--- src/rtl/pwm_capture.sv ---
// pwm_capture: synchronised, glitch-filtered PWM high-time and period meter.
// Publishes one measurement per complete rise-to-rise period.
module pwm_capture #(
  parameter int CNT_W    = 24,
  parameter int FILT_LEN = 3,
  parameter int TIMEOUT  = 1000000
) (
  input  logic             clk_100,
  input  logic             resetN,
  input  logic             enable,
  input  logic             pwm_in,
  output logic [CNT_W-1:0] high_time,
  output logic [CNT_W-1:0] period,
  output logic             meas_valid,
  output logic             timeout,
  output logic             level
);

  typedef enum logic [1:0] {
    ST_IDLE,
    ST_HIGH,
    ST_LOW
  } state_t;

  localparam logic [3:0]       FL_MAX = 4'(FILT_LEN - 1);
  localparam logic [CNT_W-1:0] TMO    = CNT_W'(TIMEOUT);
  localparam logic [CNT_W-1:0] ONE    = CNT_W'(1);

  logic             r_sync1;
  logic             r_sync2;
  logic             r_filt;
  logic             r_filt_d;
  logic [3:0]       r_flt_cnt;
  state_t           r_state;
  logic [CNT_W-1:0] r_per_cnt;
  logic [CNT_W-1:0] r_hi_cnt;
  logic [CNT_W-1:0] r_high_time;
  logic [CNT_W-1:0] r_period;
  logic             r_meas_valid;
  logic             r_timeout;

  state_t           w_state_nx;
  logic [CNT_W-1:0] w_per_nx;
  logic [CNT_W-1:0] w_hi_nx;
  logic             w_pub;
  logic             w_tmo;
  logic             w_rise;
  logic             w_fall;
  logic             w_tmo_hit;

  always_ff @(posedge clk_100 or negedge resetN) begin
    if (!resetN) begin
      r_sync1   <= 1'b0;
      r_sync2   <= 1'b0;
      r_filt    <= 1'b0;
      r_filt_d  <= 1'b0;
      r_flt_cnt <= '0;
    end else begin
      r_sync1  <= pwm_in;
      r_sync2  <= r_sync1;
      r_filt_d <= r_filt;
      if (r_sync2 == r_filt) begin
        r_flt_cnt <= '0;
      end else if (r_flt_cnt == FL_MAX) begin
        r_filt    <= r_sync2;
        r_flt_cnt <= '0;
      end else begin
        r_flt_cnt <= r_flt_cnt + 4'd1;
      end
    end
  end

  assign w_rise    = r_filt & ~r_filt_d;
  assign w_fall    = ~r_filt & r_filt_d;
  assign w_tmo_hit = (r_per_cnt == TMO);

  // Timeout is checked before edges so a coincident edge is dropped.
  always_comb begin
    w_state_nx = r_state;
    w_per_nx   = r_per_cnt;
    w_hi_nx    = r_hi_cnt;
    w_pub      = 1'b0;
    w_tmo      = 1'b0;
    if (!enable) begin
      w_state_nx = ST_IDLE;
      w_per_nx   = '0;
      w_hi_nx    = '0;
    end else begin
      unique case (r_state)
        ST_IDLE: begin
          if (w_rise) begin
            w_state_nx = ST_HIGH;
            w_per_nx   = ONE;
            w_hi_nx    = ONE;
          end
        end
        ST_HIGH: begin
          if (w_tmo_hit) begin
            w_state_nx = ST_IDLE;
            w_per_nx   = '0;
            w_hi_nx    = '0;
            w_tmo      = 1'b1;
          end else if (w_fall) begin
            w_state_nx = ST_LOW;
            w_per_nx   = r_per_cnt + ONE;
          end else begin
            w_per_nx   = r_per_cnt + ONE;
            w_hi_nx    = r_hi_cnt + ONE;
          end
        end
        ST_LOW: begin
          if (w_tmo_hit) begin
            w_state_nx = ST_IDLE;
            w_per_nx   = '0;
            w_hi_nx    = '0;
            w_tmo      = 1'b1;
          end else if (w_rise) begin
            w_state_nx = ST_HIGH;
            w_per_nx   = ONE;
            w_hi_nx    = ONE;
            w_pub      = 1'b1;
          end else begin
            w_per_nx   = r_per_cnt + ONE;
          end
        end
        default: begin
          w_state_nx = ST_IDLE;
          w_per_nx   = '0;
          w_hi_nx    = '0;
        end
      endcase
    end
  end

  always_ff @(posedge clk_100 or negedge resetN) begin
    if (!resetN) begin
      r_state      <= ST_IDLE;
      r_per_cnt    <= '0;
      r_hi_cnt     <= '0;
      r_high_time  <= '0;
      r_period     <= '0;
      r_meas_valid <= 1'b0;
      r_timeout    <= 1'b0;
    end else begin
      r_state      <= w_state_nx;
      r_per_cnt    <= w_per_nx;
      r_hi_cnt     <= w_hi_nx;
      r_meas_valid <= w_pub;
      r_timeout    <= w_tmo;
      if (w_pub) begin
        r_high_time <= r_hi_cnt;
        r_period    <= r_per_cnt;
      end
    end
  end

  assign high_time  = r_high_time;
  assign period     = r_period;
  assign meas_valid = r_meas_valid;
  assign timeout    = r_timeout;
  assign level      = r_filt;

endmodule

--- config.mk ---
export PLATFORM = sky130hd
export DESIGN_NAME = pwm_capture
export DESIGN_NICKNAME = d
export VERILOG_FILES = /design/src/rtl/pwm_capture.sv
export SDC_FILE = /design/constraint.sdc
export NUM_CORES = 1
export LEC_CHECK = 0
export BUFFER_PORTS_ARGS = -buffer_cell sky130_fd_sc_hd__buf_2
export CORE_ASPECT_RATIO = 0.7
export CORE_UTILIZATION = 45
export DETAILED_ROUTE_END_ITERATION = 16
export PLACE_DENSITY = 0.7
export REMOVE_ABC_BUFFERS = 1
export SYNTH_ARGS = -nofsm -noshare
export SYNTH_HDL_FRONTEND = slang
export SYNTH_SLANG_ARGS = --single-unit
--- constraint.sdc ---
create_clock -name clk_100 -period 2.4 [get_ports clk_100]
set_input_delay 0.24 -clock clk_100 [delete_from_list [all_inputs] [get_ports clk_100]]
set_output_delay 0.24 -clock clk_100 [all_outputs]
set_load 0.01 [all_outputs]
## Word-level counts from Yosys, hierarchy flattened

Cells that the tools add are included.

- Eq/ne operators: 8
- Add/subtract/negate cells: 3
- Bitwise logic cells: 5
- Muxes and demuxes: 27
- Reductions and logical operators: 3

Operators with widths:

| kind | number |
|---|---|
| $mux W24 | 10 |
| $pmux W24 S3 | 2 |
| $add A24 B1 Y24 const B | 2 |
| $eq A24 B20 Y1 const B | 1 |
| $mux W2 | 5 |
| $mux W4 | 2 |
| $ne A4 B4 Y1 const B | 2 |
| $mux W1 | 7 |
| $pmux W2 S3 | 1 |
| $add A4 B1 Y4 const B | 1 |
| $eq A4 B2 Y1 const B | 1 |
| $ne A3 B3 Y1 const B | 1 |
| $not A1 Y1 | 3 |
| $and A1 B1 Y1 | 2 |
| $eq A2 B1 Y1 const B | 1 |
| $eq A2 B2 Y1 const B | 1 |
| $logic_not A2 Y1 | 1 |
| $reduce_and A2 Y1 | 1 |
| $reduce_or A2 Y1 | 1 |
| $eq A1 B1 Y1 | 1 |

- Output and inout port bits: 51
- Word-level logic and storage cells: 58
- Bits in registers: 108

## Longest topological paths before layout

Gate-level depths: netlist of run 1.

- Depth in word-level cells: 6
- Gate-level depth with buffers: 10

## Worst setup path before layout of run 1

OpenSTA, ideal clock, no wires.

- Path type: register to register
- Start: register r_per_cnt[0]
- End: register r_high_time[10] (netlist: high_time[10])
- Setup slack: 309 ps
- Path buffers: 3
- Data required time: 2275 ps
- Library setup time: 125 ps
- Arrival: 1966 ps
- Cell stages (with the launch flop): 11
- Clock period less this slack: 2091 ps
- Path through: dfrtp_1 > inv_1 > ha_1 > nor4b_2 > nand3_1 > nor2_2 > or3_1 > buf_2 > buf_6 > buf_8 > mux2_4

- Longest elaborated chain between the ends: 4

Ends and longest elaborated chain:

| item | line | text |
|---|---|---|
| from (decl) | 35 | `logic [CNT_W-1:0] r_per_cnt;` |
| from (signal assigned) | 146 | `r_per_cnt <= w_per_nx;` |
| $eq A24 B20 Y1 | 75 | `assign w_tmo_hit = (r_per_cnt == TMO);` |
| $mux W1 | 112 | `if (w_tmo_hit) begin` |
| $mux W1 | 89 | `unique case (r_state)` |
| $mux W1 | 84 | `if (!enable) begin` |
| to (signal assigned) | 151 | `r_high_time <= r_hi_cnt;` |
| to (decl) | 37 | `logic [CNT_W-1:0] r_high_time;` |

Every way passes these cells.
A chain may end at the register's enable or synchronous reset.

## Final worst setup path of run 1

- Start: register r_state[1]
- End: register r_hi_cnt[19]

- Longest elaborated chain between the ends: 3
- Elaborated cells between the ends (all ways): 6

Ends and longest elaborated chain:

| item | line | text |
|---|---|---|
| from (decl) | 34 | `state_t r_state;` |
| from (signal assigned) | 145 | `r_state <= w_state_nx;` |
| $eq A2 B2 Y1, or another cell as far along | 89 |  |
| $pmux W24 S3 | 89 |  |
| $mux W24 | 84 |  |
| to (signal assigned) | 147 | `r_hi_cnt <= w_hi_nx;` |
| to (decl) | 36 | `logic [CNT_W-1:0] r_hi_cnt;` |

Parallel ways exist; a longest one is shown, timed or not.

==> impl_metrics.yaml, run 1 <==
placed_design:
  placed_area_um2: 6242
  io_buffers: 54
  routabilityCongestion: 0.9234
  place_hpwl_mm: 10.45
detailed_routing:
  drtIter0Drc: 404
  drc: 0
  dr_total_vias: 4628
  ant_nets: 0
  wl_per_cell_um: 18.11
  wirelength_mm: 14.13
  dr.pass1.iters: 6
  via_per_inst: 5.933
setup_path:
  crit_path_max_fanout: 11
  cp-end-kind: "register"
  critPathLaunchType: "register"
  crit_type: "reg2reg"
  crit_required_ps: 2660
  critPathArrivalTime_ps: 2560
die:
  die_area_um2: 12830
  die_w_um: 135.0
  coreArea_um2: 11890
  initial_core_util_pct: 46.82
  rows: 33
  die_y_um: 95.07
  io_pins: 55
logic_synthesis:
  avgSynthCellArea_um2: 10.45
  yosys.area.top_type: "dfrtp_1"
  synth_flop_cell: "dfrtp_1"
  netlist.area_leader.share_pct: 48.54
  ys_seq_area_share_pct: 48.54
  synth_edf_count: 0
  synth_most_common_cell: "dfrtp_1"
  synth-async-reset-ratio_pct: 100.0
  syn_inst: 533
  ys_seq_elements: 108
  yosysUniqueCellTypes: 66
  yosys_warnings: 0
  netlist_area_um2: 5568
  synth.area.top_cells: "dfrtp_1, mux2_2, nand2_1, a31oi_1, nor2_1"
  netlist_top_cells_count: "dfrtp_1, nand2_1, mux2_2"
sta:
  worst_clock_skew_ps: 8.353
  final_max_slew_viol_count: 0
  relSlewSlack_pct: 43.90
  worstMarginPinSlew_ps: 839.8
  fin_crit_ps: 2305
  setup_viol: 0
  rsz0062_at_grt: "yes"
  timing.fmax_mhz: 433.9
  finalHoldViolCount: 0
  fin_crit_sh_pct: 96.03
global_route:
  top_usage_layer: "met1"
  antenna_found_initial: 0
  grt_pass1_wl_mm: 22.80
  use_met2_pct: 32.13
  grtUsageTotal_pct: 23.22
  grt_overflow: 0
  use_met1_pct: 36.35
  grt_pass1_vias: 4239
  grt_max_degree: 58
  gr-usage-met3_pct: 5.263
cells_and_area:
  area_delta_synth_final_pct: 18.04
  antenna_cells: 0
  drive_above_1_share_pct: 28.09
  nNetsFinal: 631
  finalInstanceArea_um2: 6573
  fin_util_pct: 55.27
clock_network:
  clk_root_buffer_cell: "clkbuf_16"
  cts.clk_slew.worst_paths_ps: 70
  ctsHtreeMaxLevel: 3
  cts.sinks: 108
  cts_tree: "built"
  clkLatencyLatePin_ps: 350
  cts_buffers: 9
  cts_setup_buffers: 0
  cts_buffer_depth: 2
min_path:
  hp-class: "in2reg"
power:
  ir_worst_vdd_mv: 0.5092
  p_per_area_nw_per_um2: 760.8
  leakage_nw: 3.097
  p_total_mw: 5.000
status:
  status: "finished clean"
job:
  cap_violations: 0
## what timing repair did
action | CTS | global route
setup endpoints to repair | 0 | 3
gates resized for setup | 0 | 1
endpoints found under the hold margin | 26 | 0
hold buffers | 2 | 0
## routing by layer
layer	routed length [µm]	vias to the layer above
met5	0	-
met4	102	0
met2	5787	193
met3	1328	10
met1	6911	2274
li1	-	2151
## path summary, 6_finish.rpt
kind	start	end	slack [ps]	depth (start not counted)
hold reg to reg	r_sync1	r_sync2	350	0
setup reg to reg	r_state[1]	r_hi_cnt[19]	100	7
hold / removal	enable	r_hi_cnt[20]	270	3
min in group asynchronous	resetN	period[20]	350	2
setup / recovery	r_state[1]	r_hi_cnt[19]	100	7
max in group asynchronous	resetN	high_time[5]	1390	3
## stage by stage
stage | TNS [ps] | std cells | setup slack, ps | hold slack [ps]
5_1_grt | -5.535 | 780 | -5.535 | 246.5
3_3_place_gp | 0 | 762 | 213.9 | 175.9
6_report | 0 | 780 | 95.21 | 268.9
2_1_floorplan | -22160 | 509 | -472.6 | -55.59
4_1_cts | 0 | 780 | 154.4 | 238.9
3_5_place_dp | 0 | 762 | 163.1 | 174.3
## logic make-up (layout without fill, tap and decap cells)
family | after synthesis | after routing | share of synthesized area (%)
xor gates and xnor gates | 11 | 11 | 1.730
and+or+nand+nor | 189 | 189 | 18.14
DFF | 108 | 108 | 48.54
AOI/OAI and AO/OA | 124 | 124 | 15.10
buffers and inverters | 41 | 131 | 3.595
muxes | 51 | 51 | 10.88
adders and majority gates | 9 | 9 | 2.023
## power breakdown
group	switching [mW]	internal, mW
Combinational	0.982	0.550
Sequential	0.0828	1.89
Clock	0.662	0.836
Total	1.73	3.27
## flip-flops by register name, summed over array words and instances (netlist names)
name        cells
meas_valid      1
r_filt_d        1
r_flt_cnt       4
timeout         1
r_sync2         1
r_state         2
r_sync1         1
r_hi_cnt       24
high_time      24
r_per_cnt      24
level           1
period         24
## area by class of cell
cell class                      count  area, µm²
Clock buffer                       10      239.0
Clock inverter                      6      63.81
Fill cell                        1065       5319
Inverter                           17      63.81
Multi-Input combinational cell    384       2674
Sequential cell                   108       2703
Tap cell                          157      196.4
Timing Repair Buffer               98      633.1
## cells in the final DEF, fill, tap and decap left out, types with 16 or more instances in the layout
cell type,synthesis,final
a21oi_1,23,23
a31oi_1,26,26
buf_2,13,53
buf_4,3,41
dfrtp_1,108,108
inv_1,16,16
mux2_2,40,40
nand2_1,47,47
nand3_1,22,22
nor2_1,38,38
o21ai_0,24,24
## worst max-delay path: stages, from the launching register on
cell      delay (ps)
dfrtp_1          420
inv_1            110
ha_1             420
nor2_1           190
o31ai_2          480
o31ai_4          240
a21boi_0         180
o21ai_0          180
No activity file was read; power rests on OpenSTA's default activity.
==> inputs of run 2 (changes only) <==
Settings changed: CTS_BUF_LIST from default to sky130_fd_sc_hd__clkbuf_16.
==> run 2 against run 1 <==
  * Non-clock buffer count unchanged
  * Design area decreased by 0.15%
  * Critical path depth unchanged
  * Combinational power about the same
  * Worst hold slack got worse by 4.6 ps
  * Worst setup slack improved by 0.52 ps
  * Sequential share of layout area increased by 0.063 points
  * Register-to-register slack about the same
  * First-iteration DRC count increased by 4.7%
  * Largest cell class unchanged
==> impl_metrics.yaml, run 2 (synthesized netlist as in run 1, its figures left out) <==
sta:
  setup_slack_ps: 95.73
  timing.fmax_mhz: 434.0
  fin_crit_sh_pct: 96.01
  finalHoldViolCount: 0
  worstMarginPinSlew_ps: 843.4
  rsz0062_at_grt: "yes"
  final_max_slew_viol_count: 0
  fin_crit_ps: 2304
  worst_clock_skew_ps: 8.076
  setup_viol: 0
  whs_ps: 264.4
  relSlewSlack_pct: 43.66
detailed_routing:
  drc: 0
  dr.pass1.iters: 5
  ant_nets: 0
  via_per_inst: 5.959
  wl_per_cell_um: 18.11
  drtIter0Drc: 423
  dr_total_vias: 4648
  wirelength_mm: 14.13
cells_and_area:
  antenna_cells: 0
  layout.cells.most_common: "dfrtp_1"
  nNetsFinal: 631
  final_cell_mix: "dfrtp_1, buf_2, nand2_1"
  area_delta_synth_final_pct: 17.87
  drive_above_1_share_pct: 27.93
  fill_cells: 1068
clock_network:
  clkLatencyLatePin_ps: 350
  cts_buffers: 9
  cts.clk_slew.worst_paths_ps: 70
  cts_tree: "built"
  cts_buffer_depth: 2
  cts.sinks: 108
  ctsHtreeMaxLevel: 3
  clk_root_buffer_cell: "clkbuf_16"
power:
  ir_worst_vdd_mv: 0.5091
  leakage_nw: 3.091
  p_per_area_nw_per_um2: 756.4
setup_path:
  cp-end-kind: "register"
  r2r_cells: 7
  critPathArrivalTime_ps: 2560
  crit_required_ps: 2660
  crit_path_max_fanout: 11
  critPathLaunchType: "register"
  rr_endpoint: "r_hi_cnt[19]"
  rrSetupSlack_ps: 100
  r2r_start: "r_state[1]"
  crit_type: "reg2reg"
die:
  die_area_um2: 12830
  die_y_um: 95.07
  initial_core_util_pct: 46.82
  coreArea_um2: 11890
  io_pins: 55
  rows: 33
  die_w_um: 135.0
placed_design:
  io_buffers: 54
  routabilityCongestion: 0.9234
  place_ws_ps: 163.1
  place_hpwl_mm: 10.45
global_route:
  grtUsageTotal_pct: 23.23
  antenna_found_initial: 0
  grt_pass1_vias: 4245
  grt_pass1_wl_mm: 22.81
  grt_overflow: 0
  grt_max_degree: 58
min_path:
  hp-class: "in2reg"
  hold_path_depth: 3
  hp-start: "enable"
  min_to: "r_hi_cnt[20]"
status:
  status: "finished clean"
job:
  cap_violations: 0
-- run 2: changes by cell type in the layout (fill, tap and decap cells not counted), sizes merged --
cell    before  now
clkinv       4    5
clkbuf      10    9
-- run 2: through the flow --
step	power (mW)	utilization [%]	setup TNS (ps)	cell area, µm²	std cells
final	4.964	55.19	0	6563	780
after global routing	5.201	55.19	-5.425	6563	780
after CTS	4.945	55.12	0	6555	780
after detailed placement	3.467	52.49	0	6242	762
after global placement	3.458	52.49	0	6242	762
after floorplan	2.841	-	-22160	5431	509
-- run 2: final cells by class --
| cell class | count | area [µm²] | share of cell area, % |
|---|---|---|---|
| tap | 157 | 196.4 | 2.993 |
| multi-input combinational | 384 | 2674 | 40.74 |
| inverter | 17 | 63.81 | 0.9724 |
| clock buffer | 9 | 225.2 | 3.432 |
| sequential | 108 | 2703 | 41.18 |
| timing repair buffer | 98 | 633.1 | 9.647 |
| clock inverter | 7 | 67.56 | 1.030 |
-- run 2: metal layers --
metal | vias to the layer above | track usage (%) | part of all wire, %
li1 | 2152 | - | -
met1 | 2284 | 36.38 | 49
met2 | 203 | 32.13 | 41
met3 | 9 | 5.263 | 9.6
met4 | 0 | 5.150 | 0.70
met5 | - | 0 | 0
-- run 2: worst max path at each step --
stage / startpoint / end / slack, ps / cells after the start
2_1_floorplan: r_per_cnt[0] / high_time[0] / -470 / 7
3_3_place_gp: r_per_cnt[13] / high_time[20] / 210 / 6
3_5_place_dp: r_per_cnt[13] / high_time[1] / 160 / 6
4_1_cts: r_per_cnt[13] / high_time[1] / 150 / 6
5_1_grt: r_state[1] / r_hi_cnt[19] / -5 / 7
6_report: r_state[1] / r_hi_cnt[19] / 100 / 7
-- run 2: critical path: stages (launching register included) --
cell	delay [ps]
dfrtp_1	420
inv_1	110
ha_1	430
nor2_1	200
o31ai_2	470
o31ai_4	240
a21boi_0	180
o21ai_0	170
-- run 2: power breakdown --
group	leakage, nW	internal [mW]	switching [mW]
registers	1.50	1.89	0.0830
logic	1.46	0.550	0.979
clock network	0.139	0.804	0.660
total	3.09	3.24	1.72
-- run 2: repair_timing --
action,4_1_cts,5_1_grt
resized for setup,0,1
hold buffers,2,0
setup buffers,0,0
endpoints found under the setup margin,0,3
hold endpoints to repair,26,0
==> inputs of run 3 (changes only) <==
Settings changed: CORE_UTILIZATION 45 to 35, PLACE_DENSITY 0.7 to 0.59.
==> run 3 against run 2 <==
  * Die area rose by 28%
  * Via count rose by 0.28%
  * First-iteration DRC count rose by 12%
  * Worst setup slack improved by 30 ps
  * Count of clock-buffer cells in the layout did not move
  * Global-route usage fell by 4.5 points
  * Core utilization fell by 12 points
  * Clock power barely moved
  * The flow now finishes with violations (DRC)
  * Design area rose by 1.2%
  * Non-clock buffer count rose by 4
  * Clock skew rose by 4.7 ps
==> impl_metrics.yaml, run 3 (synthesized netlist as in run 1, its figures left out) <==
status:
  status: "finished with violations"
  violations: "DRC"
detailed_routing:
  ant_nets: 0
  dr.pass1.iters: 13
  dr_total_vias: 4661
  via_per_inst: 5.636
  wl_per_cell_um: 17.49
  drc: 2
  drtIter0Drc: 472
  wirelength_mm: 14.46
clock_network:
  cts.clk_slew.worst_paths_ps: 70
  cts.sinks: 108
  clk_root_buffer_cell: "clkbuf_16"
  cts_buffer_depth: 2
  cts_tree: "built"
  clkLatencyLatePin_ps: 360
  cts_buffers: 9
  ctsHtreeMaxLevel: 3
sta:
  rsz0062_at_grt: "no"
  timing.fmax_mhz: 439.6
  worstMarginPinSlew_ps: 690.4
  final_max_slew_viol_count: 0
  fin_crit_ps: 2275
  worst_clock_skew_ps: 12.79
  setup_viol: 0
  fin_crit_sh_pct: 94.77
  finalHoldViolCount: 0
  fin_tns_setup_ps: 0
  relSlewSlack_pct: 53.67
  whs_ps: 245.4
die:
  die_w_um: 152.8
  coreArea_um2: 15500
  rows: 38
  die_y_um: 107.5
  io_pins: 55
  die_area_um2: 16420
  initial_core_util_pct: 35.92
global_route:
  grtUsageTotal_pct: 18.75
  grt_pass1_wl_mm: 23.76
  antenna_found_initial: 0
  grt_pass1_vias: 4313
  grt_max_degree: 41
  grt_overflow: 0
setup_path:
  cpLargestDelayFamily: "simple AND/OR/NAND/NOR gates"
  critPathArrivalTime_ps: 2520
  crit_required_ps: 2640
  cp.buffers_inverters: 1
  critPathMaxStageDelay_ps: 460
  cp_slowest_cell: "dfrtp_1"
  crit_path_max_fanout: 17
  cp-end-kind: "register"
  crit_type: "reg2reg"
  crit_chain: "nor4b_4 > nand3_4 > nor2_2 > or3_2 > buf_4 > mux2_2"
  critPathLaunchType: "register"
cells_and_area:
  regArea_um2: 2703
  layout.cells.most_common: "dfrtp_1"
  area_delta_synth_final_pct: 19.26
  multi_input_area_um2: 2688
  final_cell_mix: "dfrtp_1, buf_2, nand2_1"
  antenna_cells: 0
  drive_above_1_share_pct: 28.39
  fill_cells: 1477
  finalNonFillerCells: 827
  fin_util_pct: 42.84
  nNetsFinal: 635
power:
  p_per_area_nw_per_um2: 749.2
  leakage_nw: 3.125
  ir_worst_vdd_mv: 0.4682
placed_design:
  routabilityCongestion: 0.9187
  io_buffers: 54
  placed_cells: 809
  place_hpwl_mm: 10.75
min_path:
  hp-class: "in2reg"
job:
  cap_violations: 0
-- run 3: changes by cell type in the layout (fill, tap and decap cells not counted), sizes merged --
| cell | change |
|---|---|
| inv | +2 |
| clkinvlp | -2 |
| buf | +4 |
-- run 3: tightest hold or removal path, stage by stage --
cell and delay [ps]:
buf_2 170, nand2_1 80, o21ai_1 70
-- run 3: area by class of cell --
type                            count  area share (%)
Multi-Input combinational cell    384           40.47
Timing Repair Buffer              102           9.798
Inverter                           17          0.9610
Tap cell                          200           3.769
Clock inverter                      7          0.9045
Clock buffer                        9           3.392
Sequential cell                   108           40.70
-- run 3: worst paths after layout --
check / start / end / slack [ps] / cells after the start
setup / recovery: r_per_cnt[11] / high_time[21] / 130 / 6
hold / removal: enable / r_hi_cnt[20] / 250 / 3
setup reg to reg: r_per_cnt[11] / high_time[21] / 130 / 6
hold reg to reg: r_sync1 / r_sync2 / 350 / 0
max in group asynchronous: resetN / r_per_cnt[15] / 1310 / 3
min in group asynchronous: resetN / r_per_cnt[20] / 390 / 2
-- run 3: stage by stage --
step	area, µm²	setup slack (ps)	power (mW)
floorplan	5431	-472.6	2.841
global placement	6314	163.2	3.467
detailed placement	6314	67.46	3.483
CTS	6619	54.44	4.959
global route	6640	9.738	5.243
finish	6640	125.4	4.975
-- run 3: routing by layer --
layer  GRT usage, %  up-vias  part of all wire (%)
li1               -     2163                     -
met1          28.77     2297                    51
met2          24.97      187                    40
met3          4.952       14                   7.6
met4          5.844        0                   1.1
met5              0        -                     0
-- run 3: report_power, final --
part,internal [mW],switching [mW]
sequential,1.89,0.0758
combinational,0.579,0.967
clock,0.797,0.669
total,3.26,1.71
-- run 3: repair_timing --
| item | in CTS | in global routing |
|---|---|---|
| hold buffers | 2 | 0 |
| setup endpoints to repair | 0 | 20 |
| setup buffers | 0 | 0 |
| gates resized for setup | 0 | 4 |
| endpoints found under the hold margin | 37 | 0 |
